==> src/rtl/ham_stream_encoder_if.sv <==
// Stream bundle for the Hamming encoder: input handshake, codeword output and delivered-word count.
// The codeword width grows by one overall-parity bit when HAM_SECDED_EN is defined.
interface ham_stream_encoder_if #(
  parameter int DATA_W = 4,
  parameter int CNT_W  = 16
);

  function automatic int calc_par_w(input int dw);
    int r;
    r = 1;
    for (int i = 0; i < 16; i++) begin
      if ((1 << r) < dw + r + 1) r = r + 1;
    end
    return r;
  endfunction

  localparam int PAR_W = calc_par_w(DATA_W);
`ifdef HAM_SECDED_EN
  localparam int CW_W = DATA_W + PAR_W + 1;
`else
  localparam int CW_W = DATA_W + PAR_W;
`endif

  logic [DATA_W-1:0] data;
  logic              in_valid;
  logic              in_ready;
  logic [CW_W-1:0]   enc_ham_data;
  logic              out_valid;
  logic              out_ready;
  logic [CNT_W-1:0]  enc_cnt;

  // master is the environment around the encoder; slave is the encoder itself
  modport master (
    output data, in_valid, out_ready,
    input  in_ready, enc_ham_data, out_valid, enc_cnt
  );

  modport slave (
    input  data, in_valid, out_ready,
    output in_ready, enc_ham_data, out_valid, enc_cnt
  );

endinterface

==> src/rtl/ham_stream_encoder.sv <==
// Single-stage Hamming encoder with valid/ready handshake and a delivered-codeword counter.
// Define HAM_SECDED_EN to append an even overall-parity bit (SECDED codeword).
module ham_stream_encoder #(
  parameter int DATA_W = 4,
  parameter int CNT_W  = 16
) (
  input logic clk,
  input logic rst,
  ham_stream_encoder_if.slave bus
);

  function automatic int calc_par_w(input int dw);
    int r;
    r = 1;
    for (int i = 0; i < 16; i++) begin
      if ((1 << r) < dw + r + 1) r = r + 1;
    end
    return r;
  endfunction

  localparam int PAR_W = calc_par_w(DATA_W);
  localparam int HAM_W = DATA_W + PAR_W;
`ifdef HAM_SECDED_EN
  localparam int CW_W = HAM_W + 1;
`else
  localparam int CW_W = HAM_W;
`endif

  logic [HAM_W-1:0] ham;
  logic [CW_W-1:0]  cw;

  logic [CW_W-1:0]  enc_d, enc_q;
  logic             out_valid_d, out_valid_q;
  logic [CNT_W-1:0] cnt_d, cnt_q;
  logic             in_ready;
  logic             accept;
  logic             xfer;

  // Scatter data into non-power-of-two positions, then fold each parity group
  always_comb begin
    int di;
    ham = '0;
    di  = 0;
    for (int p = 1; p <= HAM_W; p++) begin
      if ((p & (p - 1)) != 0) begin
        ham[p-1] = bus.data[di];
        di = di + 1;
      end
    end
    for (int k = 0; k < PAR_W; k++) begin
      for (int p = 1; p <= HAM_W; p++) begin
        if ((((p >> k) & 1) != 0) && ((p & (p - 1)) != 0)) begin
          ham[(1 << k) - 1] = ham[(1 << k) - 1] ^ ham[p-1];
        end
      end
    end
  end

`ifdef HAM_SECDED_EN
  assign cw = {^ham, ham};
`else
  assign cw = ham;
`endif

  always_comb begin
    in_ready    = !out_valid_q || bus.out_ready;
    accept      = bus.in_valid && in_ready;
    xfer        = out_valid_q && bus.out_ready;
    enc_d       = enc_q;
    out_valid_d = out_valid_q;
    cnt_d       = cnt_q;
    if (accept) begin
      enc_d       = cw;
      out_valid_d = 1'b1;
    end else if (xfer) begin
      out_valid_d = 1'b0;
    end
    if (xfer) cnt_d = cnt_q + CNT_W'(1);
  end

  always_ff @(posedge clk or posedge rst) begin
    if (rst) begin
      enc_q       <= '0;
      out_valid_q <= 1'b0;
      cnt_q       <= '0;
    end else begin
      enc_q       <= enc_d;
      out_valid_q <= out_valid_d;
      cnt_q       <= cnt_d;
    end
  end

  assign bus.in_ready     = in_ready;
  assign bus.enc_ham_data = enc_q;
  assign bus.out_valid    = out_valid_q;
  assign bus.enc_cnt      = cnt_q;

endmodule

==> src/flat_wrapper.sv <==
// flat-port wrapper written by rule: the top's interface ports become plain ports
module ham_stream_encoder_flat 
#(
  parameter int DATA_W = 4,
  parameter int CNT_W  = 16
)
  (clk, rst, bus_data, bus_in_valid, bus_out_ready, bus_in_ready, bus_enc_ham_data, bus_out_valid, bus_enc_cnt);
  ham_stream_encoder_if #(.DATA_W(DATA_W), .CNT_W(CNT_W)) bus_i ();
  input logic clk;
  input logic rst;
  input wire logic [$bits(bus_i.data)-1:0] bus_data;
  input wire logic [$bits(bus_i.in_valid)-1:0] bus_in_valid;
  input wire logic [$bits(bus_i.out_ready)-1:0] bus_out_ready;
  output wire logic [$bits(bus_i.in_ready)-1:0] bus_in_ready;
  output wire logic [$bits(bus_i.enc_ham_data)-1:0] bus_enc_ham_data;
  output wire logic [$bits(bus_i.out_valid)-1:0] bus_out_valid;
  output wire logic [$bits(bus_i.enc_cnt)-1:0] bus_enc_cnt;
  assign bus_i.data = bus_data;
  assign bus_i.in_valid = bus_in_valid;
  assign bus_i.out_ready = bus_out_ready;
  assign bus_in_ready = bus_i.in_ready;
  assign bus_enc_ham_data = bus_i.enc_ham_data;
  assign bus_out_valid = bus_i.out_valid;
  assign bus_enc_cnt = bus_i.enc_cnt;
  ham_stream_encoder #(.DATA_W(DATA_W), .CNT_W(CNT_W)) u_core (.clk(clk), .rst(rst), .bus(bus_i));
endmodule
==> config.mk <==
export PLATFORM = sky130hd
export DESIGN_NAME = ham_stream_encoder_flat
export DESIGN_NICKNAME = d
export VERILOG_FILES = /design/src/rtl/ham_stream_encoder_if.sv /design/src/rtl/ham_stream_encoder.sv /design/src/flat_wrapper.sv
export SDC_FILE = /design/constraint.sdc
export NUM_CORES = 1
export LEC_CHECK = 0
export ABC_CLOCK_PERIOD_IN_PS = 3500
export BUFFER_PORTS_ARGS = -buffer_cell sky130_fd_sc_hd__buf_4
export CORE_MARGIN = 2
export CORE_UTILIZATION = 39
export CTS_CLUSTER_SIZE = 25
export DETAILED_ROUTE_END_ITERATION = 10
export PLACE_DENSITY = 0.63
export SETUP_SLACK_MARGIN = 0.15
export SLEW_MARGIN = 10
export SYNTH_ARGS = -nofsm -noshare
export SYNTH_HDL_FRONTEND = slang
export SYNTH_SLANG_ARGS = --single-unit
==> constraint.sdc <==
create_clock -name clk -period 3.5 [get_ports clk]
set_input_delay 0.7 -clock clk [delete_from_list [all_inputs] [get_ports clk]]
set_output_delay 0.7 -clock clk [all_outputs]
set_load 0.005 [all_outputs]
# After elaboration in Yosys (flattened, before gate mapping)
# Index checks and enable logic that the tools add are counted.
[totals] reg_bits=24 out_inout_bits=25 wordCells=17
[classes] n_bitwise=6 mux=2 reduce_logical=5 addsub=1
[op_table] cell="$add A16 B1 Y16 const B" count=1
[op_table] cell="$xor A1 B1 Y1" count=6
[op_table] cell="$logic_and A1 B1 Y1" count=2
[op_table] cell="$mux W1" count=2
[op_table] cell="$reduce_bool A2 Y1" count=1
[op_table] cell="$logic_not A1 Y1" count=1
[op_table] cell="$logic_or A1 B1 Y1" count=1

# Logic depth before layout (Yosys ltp)
# Gate-level depths: netlist (run 1).
[logic_depth] depth_word=4 mapped_depth=5 mapped_depth_nobuf=5

# Worst setup path after synthesis (run 1)
# OpenSTA, ideal clock, no wires.
[synth_timing] path_kind="input to register" from="input port bus_out_ready" to="register u_core.enc_q[2] (netlist: u_core.bus.enc_ham_data[2])" path_buffers=0 setup_slack_ns=1.934 setup_time_ns=0.125 stages=3 t_required_ns=3.375 arrival_ns=1.441 cell_sequence="nand2b_1 -> nand2_1 -> mux2_2"
[synth_between] elab_chain_len=2
[synth_rtl] item="start: declaration" line_no="flat_wrapper.sv:13" text="input wire logic [$bits(bus_i.out_ready)-1:0] bus_out_ready;"
[synth_rtl] item="$logic_or A1 B1 Y1" line_no="ham_stream_encoder.sv:66" text="in_ready = !out_valid_q || bus.out_ready;"
[synth_rtl] item="$logic_and A1 B1 Y1" line_no="ham_stream_encoder.sv:67" text="accept = bus.in_valid && in_ready;"
[synth_rtl] item="end signal: assignment" line_no="ham_stream_encoder.sv:87" text="enc_q <= enc_d;"
[synth_rtl] item="end: declaration" line_no="ham_stream_encoder.sv:32" text="logic [CW_W-1:0] enc_d, enc_q;"
# Every way passes these cells.
# A chain may end at the register's enable or synchronous reset.

# Worst setup path after layout (run 1)
[layout_timing] from="input port bus_out_ready" to="output port bus_in_ready"
[layout_between] elab_chain_len=1
[layout_rtl] item="$logic_or A1 B1 Y1" line_no="ham_stream_encoder.sv:66"
[layout_rtl] item="end: declaration" line_no="flat_wrapper.sv:14" text="output wire logic [$bits(bus_i.in_ready)-1:0] bus_in_ready;"
# Every way passes these cells.

==> results.py, run 1 <==
metrics = {
    "timing": {
        "finalSetupViolations": 0,
        "maxSlewHeadroom_pct": 41.3,
        "fin_tns_setup_ps": 0,
        "grt_setup_unrepaired": "no",
        "hold_viol": 0,
        "clock_skew_ps": 9.42,
        "fin_crit_sh_pct": 52.9,
        "slew_violations": 0,
        "tightest_slew_ps": 880,
        "timing.fmax_mhz": 540,
        "min_period_ps": 1850,
    },
    "grt": {
        "grt_pass1_vias": 734,
        "grt_max_degree": 25,
        "antenna_found_initial": 0,
        "overflow": 0,
        "track_usage_pct": 13.0,
        "grt_pass1_wl_um": 3260,
    },
    "clock_tree": {
        "insertion_delay_ps": 310,
        "cts-resized-gates": 0,
        "cts.sinks": 24,
        "root_buffer": "clkbuf_4",
        "htreeDepth": 1,
        "cts_tree": "done",
        "cts.path.max_buffers": 2,
        "post-cts-setup-buffers": 0,
        "cts_hold_buf": 0,
        "clkSlewWorstSetupHoldPaths_ps": 130,
        "cts-buffers-inserted": 3,
    },
    "logic_synthesis": {
        "synth-warning-count": 0,
        "netlist.area_leader.share_pct": 57.8,
        "synthArstFlopShare_pct": 100,
        "synth_cell_types": 17,
        "synth.avg_cell_area_sq_um": 12.1,
        "yosysSeqAreaShare_pct": 57.8,
        "synth.cell_area_sq_um": 1040,
        "syn_nets": 95,
        "synth_edf_count": 0,
        "synth_largest_area_cell": "dfrtp_1",
        "synth_ff_type": "dfrtp_1",
        "synth_common_cells": "dfrtp_1 (24), xnor2_1 (13), nand2_1 (11), nand3_1 (8), xor2_1 (7)",
        "synth_cells": 86,
        "yosysMostFrequentCell": "dfrtp_1",
        "synth_area_leaders": "dfrtp_1 (58%), xnor2_1 (11%), xor2_1 (5.9%), mux2_2 (5.4%), nand2_1 (4.0%)",
        "ys_seq_elements": 24,
    },
    "critical_path": {
        "crit_required_ps": 2800,
        "crit_path_start": "bus_out_ready",
        "end_kind": "output port",
        "crit_type": "in2out",
        "startpoint_type": "input pin",
        "critPathArrivalTime_ps": 1150,
        "reg2reg_depth": 5,
        "rr_endpoint": "u_core.bus.enc_cnt[10]$_DFFE_PP0P_",
        "rrSetupSlack_ps": 1980,
        "worstReg2RegStart": "u_core.bus.enc_cnt[0]$_DFFE_PP0P_",
        "cp_max_fo": 6,
        "endpoint": "bus_in_ready",
    },
    "layout": {
        "num-fill-cells": 239,
        "stdcell_count": 152,
        "diodes": 0,
        "nets": 132,
        "area_growth_syn_to_layout_pct": 30.2,
        "layout-drive-gt1-share_pct": 36.1,
    },
    "hold_path": {
        "holdCritPathClass": "reg2reg",
    },
    "routing": {
        "drcViolationCount": 0,
        "drt_wl_total_um": 1900,
        "postRouteAntennaNets": 0,
        "drtPass1Iterations": 4,
        "vias": 724,
        "dr.first_iter.drc_count": 16,
        "via_per_inst": 4.76,
        "wl_per_cell_um": 12.5,
    },
    "placement": {
        "dp.cells": 148,
        "hpwl_um": 1390,
        "place_congestion": 0.675,
        "io_buffer_count": 32,
    },
    "floorplanning": {
        "die_h_um": 55.6,
        "die_w_um": 55.6,
        "coreArea_sq_um": 2500,
        "initial_core_util_pct": 41.6,
        "ios": 33,
        "rows": 18,
        "dieArea_sq_um": 3100,
    },
    "pwr": {
        "leakagePower_nw": 0.676,
        "powerDensity_nw_per_um2": 518,
        "ir_drop_v": 0.000299,
    },
    "run": {
        "drv_cap": 0,
    },
    "status": {
        "status": "finished, final reports clean",
    },
}
==> placed cells by master, fill, tap and decap left out, drive strengths merged <==
master / Yosys / routed
buf: 0 / 32
dfrtp: 24 / 24
nand3: 8 / 8
nand2: 11 / 11
nor4: 1 / 1
clkbuf: 0 / 4
nor3: 1 / 1
o21ai: 3 / 3
inv: 1 / 1
xnor2: 13 / 13
and3: 4 / 4
ha: 1 / 1
nand2b: 2 / 2
nand4: 2 / 2
mux2: 5 / 5
nor2: 3 / 3
xor2: 7 / 7
==> state kept, by name, summed over array words and instances (netlist names) <==
register and count:
u_core.bus.enc_cnt 16, u_core.bus.out_valid 1, u_core.bus.enc_ham_data 7
==> per-layer routing <==
metal,global-route usage [%],wire length (um),up-vias
li1,-,-,358
met1,16.3,906,345
met4,5.23,13,0
met2,21.9,879,19
met3,2.79,96,2
met5,0,0,-
==> report_power, final <==
group | internal, W | leakage, nW | total (W) | switching [W]
Sequential | 0.000323 | 0.308 | 0.000380 | 0.0000572
Clock | 0.0000635 | 0.0210 | 0.000144 | 0.0000810
Combinational | 0.000107 | 0.348 | 0.000176 | 0.0000692
Total | 0.000494 | 0.676 | 0.000701 | 0.000207
==> cell families after synthesis <==
kind of cell / share of synthesized area, %
flip-flops: 57.8
AND/OR/NAND/NOR: 17.0
adder cells (fa/ha/maj): 1.20
buffers and inverters: 0.361
XOR/XNOR: 16.8
multiplexers: 5.41
AO/OA/AOI/OAI: 1.44
==> worst max-delay path: stages <==
cell and delay (ps):
buf_4 130, nand2b_1 170, buf_4 150
==> per-stage QoR <==
| step | hold slack, ps | utilization [%] | cell area, sq um | setup slack [ps] | total power (W) |
|---|---|---|---|---|---|
| 6_report | 486 | 54.2 | 1350 | 1650 | 0.000701 |
| 5_1_grt | 515 | 54.2 | 1350 | 1620 | 0.000746 |
| 4_1_cts | 489 | 54.2 | 1350 | 1640 | 0.000711 |
| 3_5_place_dp | 467 | 52.7 | 1320 | 1640 | 0.000566 |
| 3_3_place_gp | 464 | 52.7 | 1320 | 1660 | 0.000561 |
| 2_1_floorplan | 468 | - | 1040 | 1930 | 0.000462 |
==> how the worst min path moves through the flow <==
stage | cells after the start | slack (ps) | startpoint | endpoint
detailed placement | 1 | 470 | u_core.bus.enc_cnt[15]$_DFFE_PP0P_ | u_core.bus.enc_cnt[15]$_DFFE_PP0P_
floorplan | 1 | 470 | u_core.bus.enc_cnt[15]$_DFFE_PP0P_ | u_core.bus.enc_cnt[15]$_DFFE_PP0P_
global placement | 1 | 460 | u_core.bus.enc_cnt[15]$_DFFE_PP0P_ | u_core.bus.enc_cnt[15]$_DFFE_PP0P_
CTS | 1 | 490 | u_core.bus.enc_cnt[15]$_DFFE_PP0P_ | u_core.bus.enc_cnt[15]$_DFFE_PP0P_
finish | 1 | 490 | u_core.bus.enc_cnt[15]$_DFFE_PP0P_ | u_core.bus.enc_cnt[15]$_DFFE_PP0P_
global route | 1 | 520 | u_core.bus.enc_cnt[15]$_DFFE_PP0P_ | u_core.bus.enc_cnt[15]$_DFFE_PP0P_
==> area by class of cell <==
type / instances / area (sq um) / area share [%]
flip-flops and latches: 24 / 601 / 44.4
multi-input cells: 61 / 435 / 32.2
repair buffers: 32 / 240 / 17.7
well taps: 30 / 37.5 / 2.77
clock buffers: 4 / 36.3 / 2.68
inverters: 1 / 3.75 / 0.277
Power figures use the tool's default switching activity.
==> run 2, diff against run 1 <==
ABC_CLOCK_PERIOD_IN_PS = 1900   (was 3500)
clock period = 1.9 ns   (was 3.5 ns; I/O delays follow)
==> run 2 against run 1 <==
Flip-flop and latch count stayed put. Sequential share of layout area rose by 0.21 points. Critical path depth rose by 1. Clock power increased by 44%. Highest routed layer unchanged. Hold slack got worse by 380 ps. Register-to-register slack got worse by 1500 ps. Utilization decreased by 0.25 points. Wire length fell by 5.6%.
==> results.py, run 2 (synthesis gave the netlist of run 1 again) <==
metrics = {
    "layout": {
        "final_cell_mix": "buf_4 (33), dfrtp_1 (24), xnor2_1 (13), nand2_1 (11), nand3_1 (8)",
        "multiInputGateArea_sq_um": 435,
        "largest_register_ffs": 16,
        "nets": 133,
        "layout_commonest_cell": "buf_4",
        "area_growth_syn_to_layout_pct": 29.6,
        "diodes": 0,
        "seqCellArea_sq_um": 601,
        "layout-drive-gt1-share_pct": 36.1,
        "num-fill-cells": 226,
        "stdcell_count": 152,
    },
    "timing": {
        "fin_tns_setup_ps": 0,
        "timing.fmax_mhz": 681,
        "fin_crit_sh_pct": 77.3,
        "min_period_ps": 1470,
        "slew_violations": 0,
        "grt_setup_unrepaired": "no",
        "tightest_slew_ps": 354,
        "clock_skew_ps": 4.67,
        "finalSetupViolations": 0,
        "maxSlewHeadroom_pct": 76.2,
        "hold_viol": 0,
    },
    "critical_path": {
        "max_stage_delay_ps": 470,
        "path_buf_inv": 0,
        "end_kind": "flip-flop",
        "cp_max_fo": 6,
        "crit_required_ps": 2100,
        "critPathArrivalTime_ps": 1670,
        "crit_path_cell_trace": "nand4_2 -> nor4_4 -> nand3_1 -> xnor2_1",
        "cp_top_family": "simple AND/OR/NAND/NOR gates",
        "crit_type": "reg2reg",
        "timing.critical_path.slowest_stage_cell": "dfrtp_1",
        "startpoint_type": "flip-flop",
    },
    "floorplanning": {
        "coreArea_sq_um": 2500,
        "dieArea_sq_um": 3100,
        "initial_core_util_pct": 41.6,
        "ios": 33,
        "die_h_um": 55.6,
        "die_w_um": 55.6,
        "rows": 18,
    },
    "routing": {
        "wl_per_cell_um": 11.8,
        "vias": 744,
        "dr.first_iter.drc_count": 13,
        "drt_wl_total_um": 1790,
        "via_per_inst": 4.89,
        "postRouteAntennaNets": 0,
        "drcViolationCount": 0,
        "drtPass1Iterations": 4,
    },
    "status": {
        "status": "finished, final reports clean",
    },
    "placement": {
        "dp.cells": 149,
        "hpwl_um": 1330,
        "io_buffer_count": 32,
        "place_congestion": 0.692,
    },
    "clock_tree": {
        "htreeDepth": 1,
        "post-cts-setup-buffers": 0,
        "cts-buffers-inserted": 3,
        "cts-resized-gates": 0,
        "insertion_delay_ps": 300,
        "cts.path.max_buffers": 2,
        "root_buffer": "clkbuf_4",
        "cts_hold_buf": 0,
        "clkSlewWorstSetupHoldPaths_ps": 120,
        "cts.sinks": 24,
        "cts_tree": "done",
    },
    "grt": {
        "antenna_found_initial": 0,
        "grt_pass1_wl_um": 3230,
        "track_usage_pct": 12.9,
        "grt_max_degree": 25,
        "overflow": 0,
        "grt_pass1_vias": 745,
    },
    "run": {
        "drv_cap": 0,
    },
    "pwr": {
        "powerDensity_nw_per_um2": 913,
        "ir_drop_v": 0.000594,
        "leakagePower_nw": 0.674,
    },
    "hold_path": {
        "holdCritPathClass": "in2async",
    },
}
## run 2: cell types whose count changed in the layout (fill, tap and decap cells not counted), sizes merged
cell    previous run  this run
buf               32        33
clkbuf             4         3
## run 2: through the flow
stage	worst slack (ps)	utilization [%]	area (sq um)	total power (W)	hold slack [ps]
6_report	432	53.9	1350	0.00123	108
5_1_grt	297	53.9	1350	0.00133	115
4_1_cts	420	53.9	1350	0.00126	104
3_5_place_dp	427	53.0	1330	0.00104	450
3_3_place_gp	448	53.0	1330	0.00103	447
2_1_floorplan	570	-	1040	0.000851	395
## run 2: cell type report
cell class / instances / share of cell area [%]
Tap cell: 30 / 2.79
Inverter: 1 / 0.279
Multi-Input combinational cell: 61 / 32.3
Sequential cell: 24 / 44.6
Clock buffer: 3 / 1.67
Timing Repair Buffer: 33 / 18.4
## run 2: path summary, 6_finish.rpt
check | from | depth (start not counted) | slack (ps) | end
worst max register to register | u_core.bus.enc_cnt[3]$_DFFE_PP0P_ | 4 | 430 | u_core.bus.enc_cnt[13]$_DFFE_PP0P_
max in group asynchronous | rst | 3 | 1560 | u_core.bus.enc_cnt[10]$_DFFE_PP0P_
worst max-delay path | u_core.bus.enc_cnt[3]$_DFFE_PP0P_ | 4 | 430 | u_core.bus.enc_cnt[13]$_DFFE_PP0P_
min in group clk | bus_in_valid | 2 | 270 | u_core.bus.out_valid$_DFFE_PP0P_
worst min register to register | u_core.bus.enc_cnt[15]$_DFFE_PP0P_ | 1 | 480 | u_core.bus.enc_cnt[15]$_DFFE_PP0P_
worst min-delay path | rst | 3 | 110 | u_core.bus.enc_ham_data[5]$_DFFE_PP0P_
## run 2: tightest hold or removal path, delay by kind of cell
family | cells | cell delay, ps
buffers and inverters | 3 | 430
## run 2: power by group
group / switching (W) / total, W / internal (W)
Combinational: 0.000125 / 0.000324 / 0.000199
Clock: 0.000133 / 0.000207 / 0.0000738
Sequential: 0.000104 / 0.000699 / 0.000596
Total: 0.000361 / 0.00123 / 0.000869
## run 2: per-layer routing
metal / vias up / GRT usage, % / routed length (um)
li1: 361 / - / -
met1: 362 / 18.2 / 849
met2: 19 / 18.9 / 822
met3: 2 / 2.79 / 106
met4: 0 / 6.27 / 10
met5: - / 0 / 0
